**src/rtl/vdma_pkg.sv**
```systemverilog
`timescale 1ns/1ps
// Shared types for the VDMA burst requester: FSM state encoding and
// command-length sizing.
package vdma_pkg;

    localparam int CMD_LEN_W = 8;

    typedef enum logic [3:0] {
        S_IDLE,
        S_BASE,
        S_GAP,
        S_CMD_F,
        S_WAIT_F,
        S_CMD_T,
        S_WAIT_T,
        S_NULLT,
        S_DONE
    } state_t;

    // Exact log2 for a power-of-two burst length (elaboration-time only).
    function automatic int log2_pow2(input int n);
        int r;
        r = 0;
        for (int i = 0; i < 31; i++) begin
            if ((1 << i) == n) r = i;
        end
        return r;
    endfunction

endpackage

```
**src/rtl/vdma_burst_requester.sv**
```systemverilog
`timescale 1ns/1ps
// Splits each frame line into full bursts plus one tail (real or null) and
// drives the request levels/commands that step the VDMA address generator.
module vdma_burst_requester
    import vdma_pkg::*;
#(
    parameter int BURST_LEN  = 128,
    parameter int LSIZE      = 12,
    parameter int VSIZE      = 12,
    parameter int GAP_CYCLES = 3
) (
    input  logic                 clock,
    input  logic                 rst_n,
    input  logic                 frame_start,
    input  logic [LSIZE-1:0]     line_beats,
    input  logic [VSIZE-1:0]     frame_lines,
    output logic                 new_base,
    output logic                 burst_req,
    output logic                 tail_req,
    output logic                 cmd_valid,
    input  logic                 cmd_ready,
    output logic [CMD_LEN_W-1:0] cmd_len,
    input  logic                 xfer_done,
    output logic                 frame_busy,
    output logic                 frame_done,
    output logic [VSIZE-1:0]     line_cnt
);

    localparam int LOG2_BL = log2_pow2(BURST_LEN);
    localparam int GAP_W   = $clog2(GAP_CYCLES + 1);

    state_t                 r_state;
    state_t                 w_state_nxt;
    logic [GAP_W-1:0]       r_gap_cnt;
    logic [LSIZE-1:0]       r_burst_idx;
    logic [VSIZE-1:0]       r_line_cnt;
    logic [LSIZE-1:0]       r_full_cnt;
    logic [CMD_LEN_W-1:0]   r_rem;
    logic [VSIZE-1:0]       r_frame_lines;
    logic                   r_empty;

    logic [LSIZE-1:0]       w_full_cnt;
    logic [LSIZE-1:0]       w_rem_full;
    logic                   w_gap_last;

    assign w_full_cnt = line_beats >> LOG2_BL;
    assign w_rem_full = line_beats & LSIZE'(BURST_LEN - 1);
    assign w_gap_last = (r_gap_cnt == GAP_W'(GAP_CYCLES - 1));
    assign line_cnt   = r_line_cnt;

    always_ff @(posedge clock or negedge rst_n) begin
        if (!rst_n) r_state <= S_IDLE;
        else        r_state <= w_state_nxt;
    end

    // The line/burst decision is taken in the last GAP cycle rather than in a
    // separate cycle, so a command lands exactly GAP_CYCLES after the requests drop.
    always_comb begin
        w_state_nxt = r_state;
        new_base    = 1'b0;
        burst_req   = 1'b0;
        tail_req    = 1'b0;
        cmd_valid   = 1'b0;
        cmd_len     = '0;
        frame_done  = 1'b0;
        frame_busy  = (r_state != S_IDLE) && (r_state != S_DONE);
        case (r_state)
            S_IDLE: begin
                if (frame_start) w_state_nxt = S_BASE;
            end
            S_BASE: begin
                new_base    = 1'b1;
                w_state_nxt = S_GAP;
            end
            S_GAP: begin
                if (w_gap_last) begin
                    if (r_empty || (r_line_cnt == r_frame_lines)) w_state_nxt = S_DONE;
                    else if (r_burst_idx < r_full_cnt)             w_state_nxt = S_CMD_F;
                    else if (r_rem != '0)                          w_state_nxt = S_CMD_T;
                    else                                           w_state_nxt = S_NULLT;
                end
            end
            S_CMD_F: begin
                burst_req = 1'b1;
                cmd_valid = 1'b1;
                cmd_len   = CMD_LEN_W'(BURST_LEN - 1);
                if (cmd_ready) w_state_nxt = S_WAIT_F;
            end
            S_WAIT_F: begin
                burst_req = 1'b1;
                if (xfer_done) w_state_nxt = S_GAP;
            end
            S_CMD_T: begin
                tail_req  = 1'b1;
                cmd_valid = 1'b1;
                cmd_len   = r_rem - CMD_LEN_W'(1);
                if (cmd_ready) w_state_nxt = S_WAIT_T;
            end
            S_WAIT_T: begin
                tail_req = 1'b1;
                if (xfer_done) w_state_nxt = S_GAP;
            end
            S_NULLT: begin
                tail_req    = 1'b1;
                w_state_nxt = S_GAP;
            end
            S_DONE: begin
                frame_done  = 1'b1;
                w_state_nxt = S_IDLE;
            end
            default: w_state_nxt = S_IDLE;
        endcase
    end

    always_ff @(posedge clock or negedge rst_n) begin
        if (!rst_n) begin
            r_gap_cnt   <= '0;
            r_burst_idx <= '0;
            r_line_cnt  <= '0;
        end else begin
            r_gap_cnt <= (r_state == S_GAP) ? r_gap_cnt + GAP_W'(1) : '0;
            case (r_state)
                S_IDLE: begin
                    if (frame_start) begin
                        r_burst_idx <= '0;
                        r_line_cnt  <= '0;
                    end
                end
                S_WAIT_F: begin
                    if (xfer_done) r_burst_idx <= r_burst_idx + LSIZE'(1);
                end
                S_WAIT_T: begin
                    if (xfer_done) begin
                        r_burst_idx <= '0;
                        r_line_cnt  <= r_line_cnt + VSIZE'(1);
                    end
                end
                S_NULLT: begin
                    r_burst_idx <= '0;
                    r_line_cnt  <= r_line_cnt + VSIZE'(1);
                end
                default: ;
            endcase
        end
    end

    // Frame geometry is only consulted after a frame has been accepted.
    always_ff @(posedge clock) begin
        if ((r_state == S_IDLE) && frame_start) begin
            r_full_cnt    <= w_full_cnt;
            r_rem         <= CMD_LEN_W'(w_rem_full);
            r_frame_lines <= frame_lines;
            r_empty       <= (line_beats == '0) || (frame_lines == '0);
        end
    end

endmodule
```
**config.mk**
```make
export PLATFORM = sky130hd
export DESIGN_NAME = vdma_burst_requester
export DESIGN_NICKNAME = d
export VERILOG_FILES = /design/src/rtl/vdma_pkg.sv /design/src/rtl/vdma_burst_requester.sv
export SDC_FILE = /design/constraint.sdc
export NUM_CORES = 1
export LEC_CHECK = 0
export BUFFER_PORTS_ARGS = -buffer_cell sky130_fd_sc_hd__buf_2
export CAP_MARGIN = 20
export CORE_MARGIN = 5
export CORE_UTILIZATION = 59
export DETAILED_ROUTE_END_ITERATION = 12
export PLACE_DENSITY = 0.94
export SLEW_MARGIN = 15
export SYNTH_ARGS = -nofsm -noshare
export SYNTH_HDL_FRONTEND = slang
export SYNTH_SLANG_ARGS = --single-unit
```
**constraint.sdc**
```tcl
create_clock -name clock -period 5.5 [get_ports clock]
set_clock_uncertainty 0.05 [all_clocks]
set_input_delay 0.55 -clock clock [delete_from_list [all_inputs] [get_ports clock]]
set_output_delay 0.55 -clock clock [all_outputs]
set_load 0.005 [all_outputs]
```
Word level (Yosys, flattened, before mapping)

Index checks and enable logic that the tools add are counted.
Widths: inputs -> output; s select.

Input bits: 29
Register bits: 55

Magnitude comparators: 1
Multiplexer cells: 22
Reductions and logical operators: 19
Equal/unequal tests: 18
$add $sub $neg: 4

Operators by type and width:

| kind                  | number |
|---|---|
| $mux 12               | 4 |
| $pmux 12 s4           | 1 |
| $pmux 12 s3           | 1 |
| $add 12x1->12 const B | 2 |
| $logic_not 12->1      | 2 |
| $mux 4                | 6 |
| $pmux 4 s6            | 1 |
| $eq 4x3->1 const B    | 4 |
| $pmux 8 s2            | 1 |
| $eq 12x12->1          | 1 |
| $lt 12x5->1           | 1 |
| $ne 2x2->1 const B    | 6 |
| $eq 4x2->1 const B    | 2 |
| $reduce_bool 4->1     | 2 |
| $reduce_bool 8->1     | 1 |
| $reduce_or 2->1       | 4 |
| $sub 7x1->8 const B   | 1 |
| $mux 1                | 5 |
| $reduce_and 5->1      | 1 |
| $eq 4x1->1 const B    | 1 |
| $eq 4x4->1 const B    | 1 |
| $logic_not 4->1       | 1 |
| $mux 2                | 2 |
| $ne 4x4->1 const B    | 1 |
| 10 further kinds      | 12 |

Logic depth before layout (Yosys ltp)

Gate-level depths: netlist of run 1.

Depth after elaboration: 6
Gate-level depth with buffers: 7
Gate-level depth less buffers: 7

Worst setup path before layout of run 1

No wires, ideal clock.

Path kind: register to register
Start point: register r_state[1]
End point: register r_empty (enable)
Arrival: 2.027 ns
Period minus slack after synthesis: 2.477 ns
Stages on the path, launching flop included: 6
Setup slack: 3.023 ns
Path through: dfrtp_1 -> buf_6 -> clkbuf_1 -> nor2_1 -> and3_1 -> clkbuf_1

Word-level cells in the longest chain between the ends: 2

Ends and longest elaborated chain:

| what                   | RTL line                    | source |
|---|---|---|
| from (decl)            | vdma_burst_requester.sv:32  | `state_t r_state;` |
| from (signal assigned) | vdma_burst_requester.sv:53  | `else r_state <= w_state_nxt;` |
| $logic_not 4->1        | vdma_burst_requester.sv:149 | `if ((r_state == S_IDLE) && frame_start) begin` |
| $logic_and 1x1->1      | vdma_burst_requester.sv:149 |  |
| to (signal assigned)   | vdma_burst_requester.sv:153 | `r_empty <= (line_beats == '0) \|\| (frame_lines == '0);` |
| to (decl)              | vdma_burst_requester.sv:40  | `logic r_empty;` |

Every way passes these cells.
A chain may end at the register's enable or synchronous reset.

Worst setup path in the final report of run 1

Start point: register r_state[0]
End point: output cmd_len[7]

Word-level cells in the longest chain between the ends: 2

Ends and longest elaborated chain:

| what                                            | RTL line                   | source |
|---|---|---|
| $eq 4x3->1 / $eq 4x2->1 (equally long branches) | vdma_burst_requester.sv:67 | `case (r_state)` |
| $pmux 8 s2 *                                    | vdma_burst_requester.sv:67 |  |
| to (decl)                                       | vdma_burst_requester.sv:22 | `output logic [CMD_LEN_W-1:0] cmd_len,` |

Every way passes the cells marked *; elsewhere a longest branch is shown, timed or not.

==> metrics.yaml, run 1 <==
clocking:
  postCtsSetupRepairBufs: 0
  cts_tree: "yes"
  cts_resized: 0
  clk_pin_slew_ns: 0.10
  hold_buffers: 0
  h-tree-depth: 2
  cts.sinks: 55
  cts_buffer_depth: 2
  numCtsBuffers: 5
  worst_skew_pair.late_latency_ns: 0.32
  root_buffer: "clkbuf_8"
place:
  hpwlAfterDp_mm: 4.591
  place_congestion: 0.9516
  port-buffer-count: 54
  dp.cells: 367
  post-place-ws_ns: 2.956
layout:
  nets: 357
  final_common_cell: "buf_2"
  fin_cells: 375
  syn2layout_area_growth_pct: 13.86
  most-common-layout-cells: "buf_2, dfrtp_1, nor2_1"
  diodes: 0
  drive_gt1_share_pct: 21.81
route:
  viasPerCell: 5.944
  dr.pass1.iters: 5
  remaining_drc_errors: 0
  wirelength_mm: 6.186
  drtIter0Drc: 176
  final_antenna_net_count: 0
  route.vias.total: 2229
  wire_per_inst_um: 16.50
run:
  cap_violations: 0
floorplanning:
  coreArea_um2: 4692
  dieHeight_um: 79.42
  start_util_pct: 60.59
  fp.dieW_um: 79.42
  ios: 55
  row_count: 25
  die_area_um2: 6307
worst_setup_path:
  path_buf_inv: 2
  slowest_stage: "or4_1"
  arrival_ns: 2.34
  cp-end-kind: "output pin"
  worstPathRequired_ns: 4.90
  path_cells: "inv_1 > or4_1 > nor4b_1 > buf_2"
  setup.worst_path.class: "reg -> out"
  r2r_slack_ns: 2.95
  start_kind: "register"
  crit_family: "simple AND/OR/NAND/NOR gates"
  critPathMaxStageDelay_ns: 0.69
  r2r_end: "line_cnt[10]"
  crit_fanout: 13
  path_depth: 4
  r2r_cells: 5
  reg2reg_from: "r_state[1]"
timing:
  grt_setup_unrepaired: "false"
  finalSetupTns_ns: 0
  maxSlewHeadroom_pct: 44.87
  hold_viol: 0
  clock.fmax_mhz: 340.2
  tightest_slew_ns: 0.8269
  finalSetupViolCount: 0
  layout_setup_ws_ns: 2.561
  min_period_over_period_pct: 53.44
  layout_min_cycle_time_ns: 2.939
  drv_slew: 0
grt:
  grt_start_max_net_pins: 37
  grt_pass1_vias: 2165
  track_usage_pct: 21.25
  antenna_found_initial: 0
  grt_overflow_total: 0
  grt_pass1_wl_mm: 10.36
synth:
  yosys.cell_types.count: 44
  ys_seq_area_share_pct: 52.82
  syn_avg_cell_area_um2: 10.69
  ys_warn_count: 0
  synthCells: 266
  synth_seq_cells: 55
  netlist_area_um2: 2843
  syn-num-nets: 303
pwr:
  power_frac_seq_pct: 49.1
  clockPowerShare_pct: 18.2
  switching_share_pct: 37.94
  pwr-share-comb_pct: 32.7
  powerDensity_nw_per_um2: 380.2
  intPower_w: 0.0007637
  p_leak_nw: 1.472
  switchingPower_w: 0.0004670
  irDropWorstVdd_mv: 0.2301
hold_path:
  min_path_type: "in -> async"
outcome:
  status: "complete, no violations"
==> logic make-up after synthesis <==
| family | count (synthesis) | synth area share (%) |
|---|---|---|
| multiplexers | 2 | 0.7482 |
| adder cells (fa/ha/maj) | 8 | 3.521 |
| XOR/XNOR | 38 | 11.71 |
| AND/OR/NAND/NOR | 110 | 20.64 |
| AO/OA/AOI/OAI | 31 | 7.350 |
| flip-flops | 55 | 52.82 |
| buffers and inverters | 22 | 3.213 |
==> synth_stat cells, drive strengths merged <==
master / n / area [um^2]
nor4b: 2 / 17.52
and2: 1 / 6.260
nand2: 17 / 63.81
nand3b: 1 / 7.510
or3b: 1 / 11.26
a21oi: 10 / 53.80
or4: 2 / 15.01
nand2b: 1 / 6.260
a21boi: 1 / 7.510
nor4: 13 / 96.34
xor2: 24 / 210.2
nand4: 7 / 43.79
ha: 8 / 100.1
and4: 2 / 17.52
a211oi: 2 / 20.02
o32ai: 1 / 8.760
o2111a: 1 / 11.26
nand3: 12 / 60.06
a311oi: 1 / 8.760
xnor2: 14 / 122.6
o22ai: 1 / 6.260
inv: 14 / 52.55
o21ai: 9 / 45.04
dfrtp: 30 / 750.7
edfxtp: 25 / 750.7
o211ai: 2 / 15.01
mux2i: 1 / 10.01
nor3: 9 / 45.04
mux2: 1 / 11.26
nor2: 30 / 115.1
and3: 6 / 37.54
nor2b: 1 / 6.260
nor3b: 2 / 15.01
clkbuf: 6 / 22.52
buf: 2 / 16.26
a311o: 1 / 20.02
or4b: 1 / 10.01
or3: 2 / 12.51
a31oi: 2 / 12.51
==> per-layer routing <==
layer  GRT usage (%)  wire [um]  part of all wire [%]
met1           28.53       2496                    40
met2           33.33       3000                    48
met3           4.176        490                   7.9
met4           9.966        199                   3.2
met5               0          0                     0
==> cell type report <==
class	count	area (um^2)
clock buffer	5	68.82
sequential	55	1501
tap	54	67.56
fill	344	1455
multi-input combinational	189	1250
clock inverter	3	18.77
timing repair buffer	55	277.8
inverter	14	52.55
==> power by group through the flow <==
stage | Clock, W | Sequential [W] | Combinational, W
after floorplan | 0 | 0.000567 | 0.000312
after global placement | 0 | 0.000605 | 0.000382
after detailed placement | 0 | 0.000610 | 0.000399
after CTS | 0.000225 | 0.000602 | 0.000401
after global routing | 0.000250 | 0.000615 | 0.000450
final | 0.000224 | 0.000604 | 0.000403
==> flip-flops by register name, summed over array words and instances (netlist names) <==
signal,count
r_empty,1
r_rem,7
line_cnt,12
r_burst_idx,12
r_state,4
r_full_cnt,5
r_gap_cnt,2
r_frame_lines,12
==> worst max path at each step <==
stage,endpoint,startpoint,slack (ns)
after global placement,cmd_len[7],r_state[0],3.09
after global routing,cmd_len[7],r_state[0],2.40
after CTS,cmd_len[7],r_state[0],2.58
after floorplan,r_empty,r_state[1],3.02
final,cmd_len[7],r_state[0],2.56
after detailed placement,cmd_len[7],r_state[0],2.96
==> through the flow <==
| stage | instance area, um^2 | power (W) | hold slack, ns | util [%] |
|---|---|---|---|---|
| after floorplan | 2843 | 0.0008791 | 0.2044 | - |
| after global placement | 3149 | 0.0009870 | 0.3648 | 67.12 |
| after detailed placement | 3149 | 0.001009 | 0.3706 | 67.12 |
| after CTS | 3237 | 0.001228 | 0.2106 | 68.99 |
| after global routing | 3237 | 0.001316 | 0.2444 | 68.99 |
| final | 3237 | 0.001231 | 0.1955 | 68.99 |
Note: power is estimated with default switching activity, not from simulation.
==> inputs of run 2 (changes only) <==
--- a/config.mk
+++ b/config.mk
@@ -5,12 +5,13 @@
 export SDC_FILE = /design/constraint.sdc
 export NUM_CORES = 1
 export LEC_CHECK = 0
+export ABC_AREA = 1
 export BUFFER_PORTS_ARGS = -buffer_cell sky130_fd_sc_hd__buf_2
 export CAP_MARGIN = 20
 export CORE_MARGIN = 5
-export CORE_UTILIZATION = 59
+export CORE_UTILIZATION = 56
 export DETAILED_ROUTE_END_ITERATION = 12
-export PLACE_DENSITY = 0.94
+export PLACE_DENSITY = 0.9
 export SLEW_MARGIN = 15
 export SYNTH_ARGS = -nofsm -noshare
 export SYNTH_HDL_FRONTEND = slang
==> constraint.sdc (replaced) <==
create_clock -name clock -period 3.05 [get_ports clock]
set_clock_uncertainty 0.05 [all_clocks]
set_input_delay 0.305 -clock clock [delete_from_list [all_inputs] [get_ports clock]]
set_output_delay 0.305 -clock clock [all_outputs]
set_load 0.005 [all_outputs]
==> run 2 against run 1 <==
Against the previous run: worst hold slack worse by 0.060 ns; largest power group unchanged; clock-buffer cell count increased by 2; critical path type unchanged; sequential power up 67%; synthesized cell count grew 33%; worst setup slack lost 1.6 ns; total power rose by 76%.
==> metrics.yaml, run 2 <==
route:
  dr.pass1.iters: 5  # unchanged
  remaining_drc_errors: 0  # unchanged
  final_antenna_net_count: 0  # unchanged
  drtIter0Drc: 245  # +39%
  route.vias.total: 2635  # +18%
  wire_per_inst_um: 13.54  # -18%
  viasPerCell: 5.411  # -9.0%
  wirelength_mm: 6.595  # +6.6%
worst_setup_path:
  path_depth: 6  # +2
  r2r_cells: 10  # +5
  arrival_ns: 1.75  # -0.59 ns
  path_buf_inv: 2  # unchanged
  slowest_stage: "dfrtp_1"
  r2r_slack_ns: 1.06  # -1.89 ns
  setup.worst_path.class: "reg -> out"
  cp-end-kind: "output pin"
  path_cells: "nor2_1 > nand3_2 > nand2_2 > inv_2 > a31oi_1 > buf_2"
  crit_fanout: 9  # -4
  critPathMaxStageDelay_ns: 0.45  # -0.24 ns
  crit_family: "simple AND/OR/NAND/NOR gates"
  worstPathRequired_ns: 2.69  # -2.21 ns
  start_kind: "register"
synth:
  synthTopCellsByArea: "dfrtp_1, edfxtp_1, nand2_1"
  synth.most_common_cell: "nand2_1"
  synth_edf_count: 25  # unchanged
  ys_warn_count: 0  # unchanged
  netlist_top_cells_count: "nand2_1, inv_1, nor2_1, dfrtp_1, edfxtp_1"
  yosys.area.top_type_share_pct: 24.75  # -1.7 points
  synth_top_area_cell: "dfrtp_1"
  synth_ff_type: "dfrtp_1"
  syn-num-nets: 392  # +29%
  ys_async_sr_fraction_pct: 54.55  # unchanged
  netlist_area_um2: 3033  # +6.7%
  synthCells: 355  # +33%
  syn_avg_cell_area_um2: 8.543  # -20%
  synth_seq_cells: 55  # unchanged
  ys_seq_area_share_pct: 49.50  # -3.3 points
  yosys.cell_types.count: 35  # -20%
floorplanning:
  row_count: 26  # +4.0%
  start_util_pct: 58.64  # -2.0 points
  fp.dieW_um: 83.59  # +5.3%
  coreArea_um2: 5172  # +10%
  ios: 55  # unchanged
  dieHeight_um: 83.59  # +5.3%
  die_area_um2: 6987  # +11%
timing:
  tightest_slew_ns: 0.6670  # -0.1599 ns
  maxSlewHeadroom_pct: 55.53  # +11 points
  hold_viol: 0  # unchanged
  drv_slew: 0  # unchanged
  finalSetupViolCount: 0  # unchanged
  finalSetupTns_ns: 0  # unchanged
  min_period_over_period_pct: 69.11
  layout_min_cycle_time_ns: 2.108
  clock.fmax_mhz: 474.4
  grt_setup_unrepaired: "false"
outcome:
  status: "complete, no violations"
grt:
  grt_overflow_total: 0  # unchanged
  track_usage_pct: 20.51  # -0.75 points
  grt_pass1_vias: 2647  # +22%
  antenna_found_initial: 0  # unchanged
  grt_pass1_wl_mm: 11.77  # +14%
  grt_start_max_net_pins: 31  # -16%
layout:
  most-common-layout-cells: "nand2_1, buf_2, inv_1"
  final_common_cell: "nand2_1"
  diodes: 0  # unchanged
  syn2layout_area_growth_pct: 14.52
  nets: 453  # +27%
  drive_gt1_share_pct: 19.42  # -2.4 points
  post-route-util_pct: 67.15  # -1.8 points
clocking:
  numCtsBuffers: 5  # unchanged
  worst_skew_pair.late_latency_ns: 0.30  # -0.02 ns
  clk_pin_slew_ns: 0.09  # about the same
  cts_tree: "yes"
  root_buffer: "clkbuf_8"
  cts_buffer_depth: 2  # unchanged
  postCtsSetupRepairBufs: 0  # unchanged
  cts.sinks: 55  # unchanged
  h-tree-depth: 2  # unchanged
pwr:
  switchingPower_w: 0.0008400  # +80%
  pwr-share-comb_pct: 35.5  # +2.8 points
  powerDensity_nw_per_um2: 624.3  # +64%
  irDropWorstVdd_mv: 0.3700  # +61%
  p_leak_nw: 1.629  # +11%
  power_frac_seq_pct: 46.8  # -2.3 points
  intPower_w: 0.001328  # +74%
  clockPowerShare_pct: 17.7  # -0.5 points
  switching_share_pct: 38.74  # +0.79 points
place:
  place_congestion: 0.9404  # -1.2%
  hpwlAfterDp_mm: 5.146  # +12%
  port-buffer-count: 54  # unchanged
hold_path:
  min_path_type: "in -> reg"
  min_path_cells: 1
run:
  cap_violations: 0  # unchanged
## run 2: cell count changes after synthesis, sizes merged, moves of 5 or more
cell | previous run | this run
o31ai | 0 | 6
nor3 | 9 | 15
inv | 14 | 54
o21ai | 9 | 19
nor4 | 13 | 7
clkbuf | 6 | 0
xnor2 | 14 | 8
xor2 | 24 | 6
and3 | 6 | 1
nand3 | 12 | 22
nor2 | 30 | 40
nand2 | 17 | 82
## run 2: cell families (layout without fill, tap and decap cells)
family,Yosys count,after routing,share of synthesized area [%]
xor+xnor,14,14,4.043
simple gates,179,179,27.48
buf+inv,56,118,7.302
compound gates,43,43,8.375
fa+ha+maj,8,8,3.300
flops,55,55,49.50
## run 2: per-layer routing
layer	global-route usage, %	vias up	part of all wire, %
met4	7.895	0	2.0
met1	26.27	1217	41
met3	3.850	14	7.0
met2	34.35	106	50
met5	0	-	0
li1	-	1298	-
## run 2: final timing paths
check                               startpoint                to
worst max-delay path                r_state[3]        cmd_len[2]
worst min-delay path            frame_lines[2]  r_frame_lines[2]
worst max register to register      r_state[3]       line_cnt[6]
worst min register to register    r_gap_cnt[0]      r_gap_cnt[0]
max in group asynchronous                rst_n        r_state[3]
min in group asynchronous                rst_n       line_cnt[8]
## run 2: through the flow
stage	cells	instance area [um^2]	total power [W]	setup WS, ns	hold slack [ns]
2_1_floorplan	355	3033	0.001587	0.6383	-0.04059
3_3_place_gp	478	3382	0.001747	1.242	0.3182
3_5_place_dp	478	3382	0.001786	1.133	0.3207
4_1_cts	487	3473	0.002172	0.9698	0.1250
5_1_grt	487	3473	0.002326	0.8446	0.1169
6_report	487	3473	0.002168	0.9420	0.1351
## run 2: timing repair
| action | 4_1_cts | 5_1_grt |
|---|---|---|
| setup endpoints to repair | 0 | 0 |
| hold endpoints to repair | 30 | 0 |
| hold buffers | 1 | 0 |
| gates resized for setup | 0 | 0 |
## run 2: layout make-up
cell class | count | area (um^2)
Fill cell | 416 | 1699
Sequential cell | 55 | 1501
Multi-Input combinational cell | 244 | 1313
Timing Repair Buffer | 56 | 287.8
Inverter | 54 | 202.7
Tap cell | 70 | 87.58
Clock buffer | 7 | 76.32
Clock inverter | 1 | 5.005
## run 2: power groups by stage
stage | logic (W) | registers (W) | clock network [W]
after global routing | 0.000867 | 0.00103 | 0.000430
final | 0.000769 | 0.00101 | 0.000384
after global placement | 0.000726 | 0.00102 | 0
after CTS | 0.000765 | 0.00101 | 0.000395
after floorplan | 0.000578 | 0.00101 | 0
after detailed placement | 0.000758 | 0.00103 | 0
==> inputs of run 3 (changes only) <==
==> constraint.sdc (replaced) <==
create_clock -name clock -period 2.1 [get_ports clock]
set_clock_uncertainty 0.05 [all_clocks]
set_input_delay 0.21 -clock clock [delete_from_list [all_inputs] [get_ports clock]]
set_output_delay 0.21 -clock clock [all_outputs]
set_load 0.005 [all_outputs]
==> run 3 against run 2 <==
Against the previous run: flip-flop and latch count unchanged; worst setup slack worse by 0.83 ns; combinational power up 47%; worst hold slack worse by 0.10 ns; global-route usage down 0.40 points.
==> metrics.yaml, run 3 (synthesis results as in run 2) <==
worst_setup_path:
  crit_fanout: 9  # unchanged
  arrival_ns: 1.73  # -0.02 ns
  cp-end-kind: "output pin"
  r2r_slack_ns: 0.15  # -0.91 ns
  worstPathRequired_ns: 1.84  # -0.85 ns
  reg2reg_from: "r_state[3]"
  setup.worst_path.class: "reg -> out"
  start_kind: "register"
  crit_path_end: "cmd_len[2]"
  crit_start: "r_state[3]"
  r2r_end: "line_cnt[6]"
  r2r_cells: 10  # unchanged
route:
  final_antenna_net_count: 0  # unchanged
  wirelength_mm: 6.502  # -1.4%
  viasPerCell: 5.368  # -0.80%
  drtIter0Drc: 177  # -28%
  dr.pass1.iters: 4  # -1
  remaining_drc_errors: 0  # unchanged
  route.vias.total: 2614  # -0.80%
  wire_per_inst_um: 13.35  # -1.4%
run:
  cap_violations: 0  # unchanged
timing:
  hold_viol: 0  # unchanged
  finalSetupViolCount: 0  # unchanged
  tightest_slew_ns: 0.6557  # -0.01130 ns
  clock.fmax_mhz: 502.0
  grt_setup_unrepaired: "false"
  finalSetupTns_ns: 0  # unchanged
  drv_slew: 0  # unchanged
  layout_min_cycle_time_ns: 1.992
  maxSlewHeadroom_pct: 56.29  # +0.75 points
  min_period_over_period_pct: 94.86
clocking:
  clk_pin_slew_ns: 0.09  # about the same
  cts.sinks: 55  # unchanged
  numCtsBuffers: 5  # unchanged
  root_buffer: "clkbuf_8"
  h-tree-depth: 2  # unchanged
  worst_skew_pair.late_latency_ns: 0.31  # about the same
  cts_resized: 0  # unchanged
  cts_buffer_depth: 2  # unchanged
  postCtsSetupRepairBufs: 0  # unchanged
  cts_tree: "yes"
  hold_buffers: 1  # unchanged
place:
  hpwlAfterDp_mm: 5.096  # -0.98%
  port-buffer-count: 54  # unchanged
  place_congestion: 0.9309  # -1.0%
  dp.cells: 478  # unchanged
layout:
  nets: 453  # unchanged
  multiInputGateArea_um2: 1313  # unchanged
  most-common-layout-cells: "nand2_1, buf_2, inv_1"
  fin_cells: 487  # unchanged
  diodes: 0  # unchanged
  fillCellCount: 383  # -7.9%
  final_common_cell: "nand2_1"
  regArea_um2: 1501  # unchanged
  syn2layout_area_growth_pct: 15.97
  drive_gt1_share_pct: 19.90  # +0.48 points
pwr:
  irDropWorstVdd_mv: 0.6924  # +87%
  powerDensity_nw_per_um2: 934.9  # +50%
  power_frac_seq_pct: 44.7  # -2.1 points
  p_leak_nw: 1.648  # +1.2%
  pwr-share-comb_pct: 34.3  # -1.2 points
  switching_share_pct: 37.17  # -1.6 points
  clockPowerShare_pct: 21.0  # +3.3 points
  switchingPower_w: 0.001222  # +46%
  intPower_w: 0.002066  # +56%
floorplanning:
  row_count: 26  # unchanged
  coreArea_um2: 5172  # unchanged
  dieHeight_um: 83.59  # unchanged
  start_util_pct: 58.64  # unchanged
  ios: 55  # unchanged
  fp.dieW_um: 83.59  # unchanged
  die_area_um2: 6987  # unchanged
grt:
  grt_pass1_vias: 2606  # -1.5%
  gr-usage-met2_pct: 34.71  # +0.36 points
  grtUsageMet3_pct: 3.653  # -0.20 points
  track_usage_pct: 20.10  # -0.40 points
  grt_start_max_net_pins: 31  # unchanged
  use_met1_pct: 24.86  # -1.4 points
  grt_overflow_total: 0  # unchanged
  grt_pass1_wl_mm: 11.52  # -2.1%
  antenna_found_initial: 0  # unchanged
  top_usage_layer: "met2"
hold_path:
  min_path_type: "in -> reg"
  hold_start: "frame_lines[1]"
outcome:
  status: "complete, no violations"
-- run 3: cell count changes in the layout (fill, tap and decap cells not counted) --
cell / delta
clkinv_4: +1
bufinv_16: +1
buf_12: +1
clkbuf_1: -2
buf_4: -1
-- run 3: how the worst min path moves through the flow --
| stage | end | slack, ns | depth (start not counted) |
|---|---|---|---|
| 3_3_place_gp | line_cnt[0] | 0.22 | 1 |
| 5_1_grt | r_frame_lines[1] | 0.02 | 1 |
| 3_5_place_dp | r_burst_idx[8] | 0.23 | 1 |
| 2_1_floorplan | line_cnt[0] | -0.14 | 0 |
| 4_1_cts | r_frame_lines[1] | 0.04 | 1 |
| 6_report | r_frame_lines[1] | 0.03 | 1 |
-- run 3: layer usage --
| layer | wire length (um) | up-vias |
|---|---|---|
| met5 | 0 | - |
| met4 | 138 | 0 |
| met3 | 427 | 15 |
| met2 | 3312 | 98 |
| met1 | 2623 | 1205 |
| li1 | - | 1296 |
-- run 3: power groups by stage --
| stage | Combinational [W] | Clock (W) | Sequential, W |
|---|---|---|---|
| 6_report | 0.00113 | 0.000692 | 0.00147 |
| 5_1_grt | 0.00127 | 0.000749 | 0.00149 |
| 4_1_cts | 0.00113 | 0.000692 | 0.00147 |
| 3_5_place_dp | 0.00112 | 0 | 0.00149 |
| 3_3_place_gp | 0.00108 | 0 | 0.00148 |
| 2_1_floorplan | 0.000843 | 0 | 0.00146 |
-- run 3: stage by stage --
| step | total power (W) | worst slack (ns) | hold slack [ns] | instance area, um^2 | utilization [%] |
|---|---|---|---|---|---|
| final | 0.003288 | 0.1080 | 0.03459 | 3517 | 68.00 |
| after global routing | 0.003511 | 0.007627 | 0.02304 | 3517 | 68.00 |
| after CTS | 0.003290 | 0.1256 | 0.03549 | 3517 | 68.00 |
| after detailed placement | 0.002609 | 0.2078 | 0.2272 | 3395 | 65.63 |
| after global placement | 0.002559 | 0.2996 | 0.2234 | 3395 | 65.63 |
| after floorplan | 0.002306 | 0.1415 | -0.1356 | 3035 | - |
-- run 3: layout make-up --
cell class,instances,share of cell area [%]
Multi-Input combinational cell,244,37.32
Clock buffer,5,1.957
Tap cell,70,2.490
Clock inverter,3,1.245
Timing Repair Buffer,56,8.538
Inverter,54,5.763
Sequential cell,55,42.69
-- run 3: critical path, stage by stage (launching register included) --
cell and delay [ns]:
dfrtp_1 0.44, nor2_1 0.25, nand3_2 0.24, nand2_2 0.15, inv_2 0.05, a31oi_1 0.15, buf_2 0.14
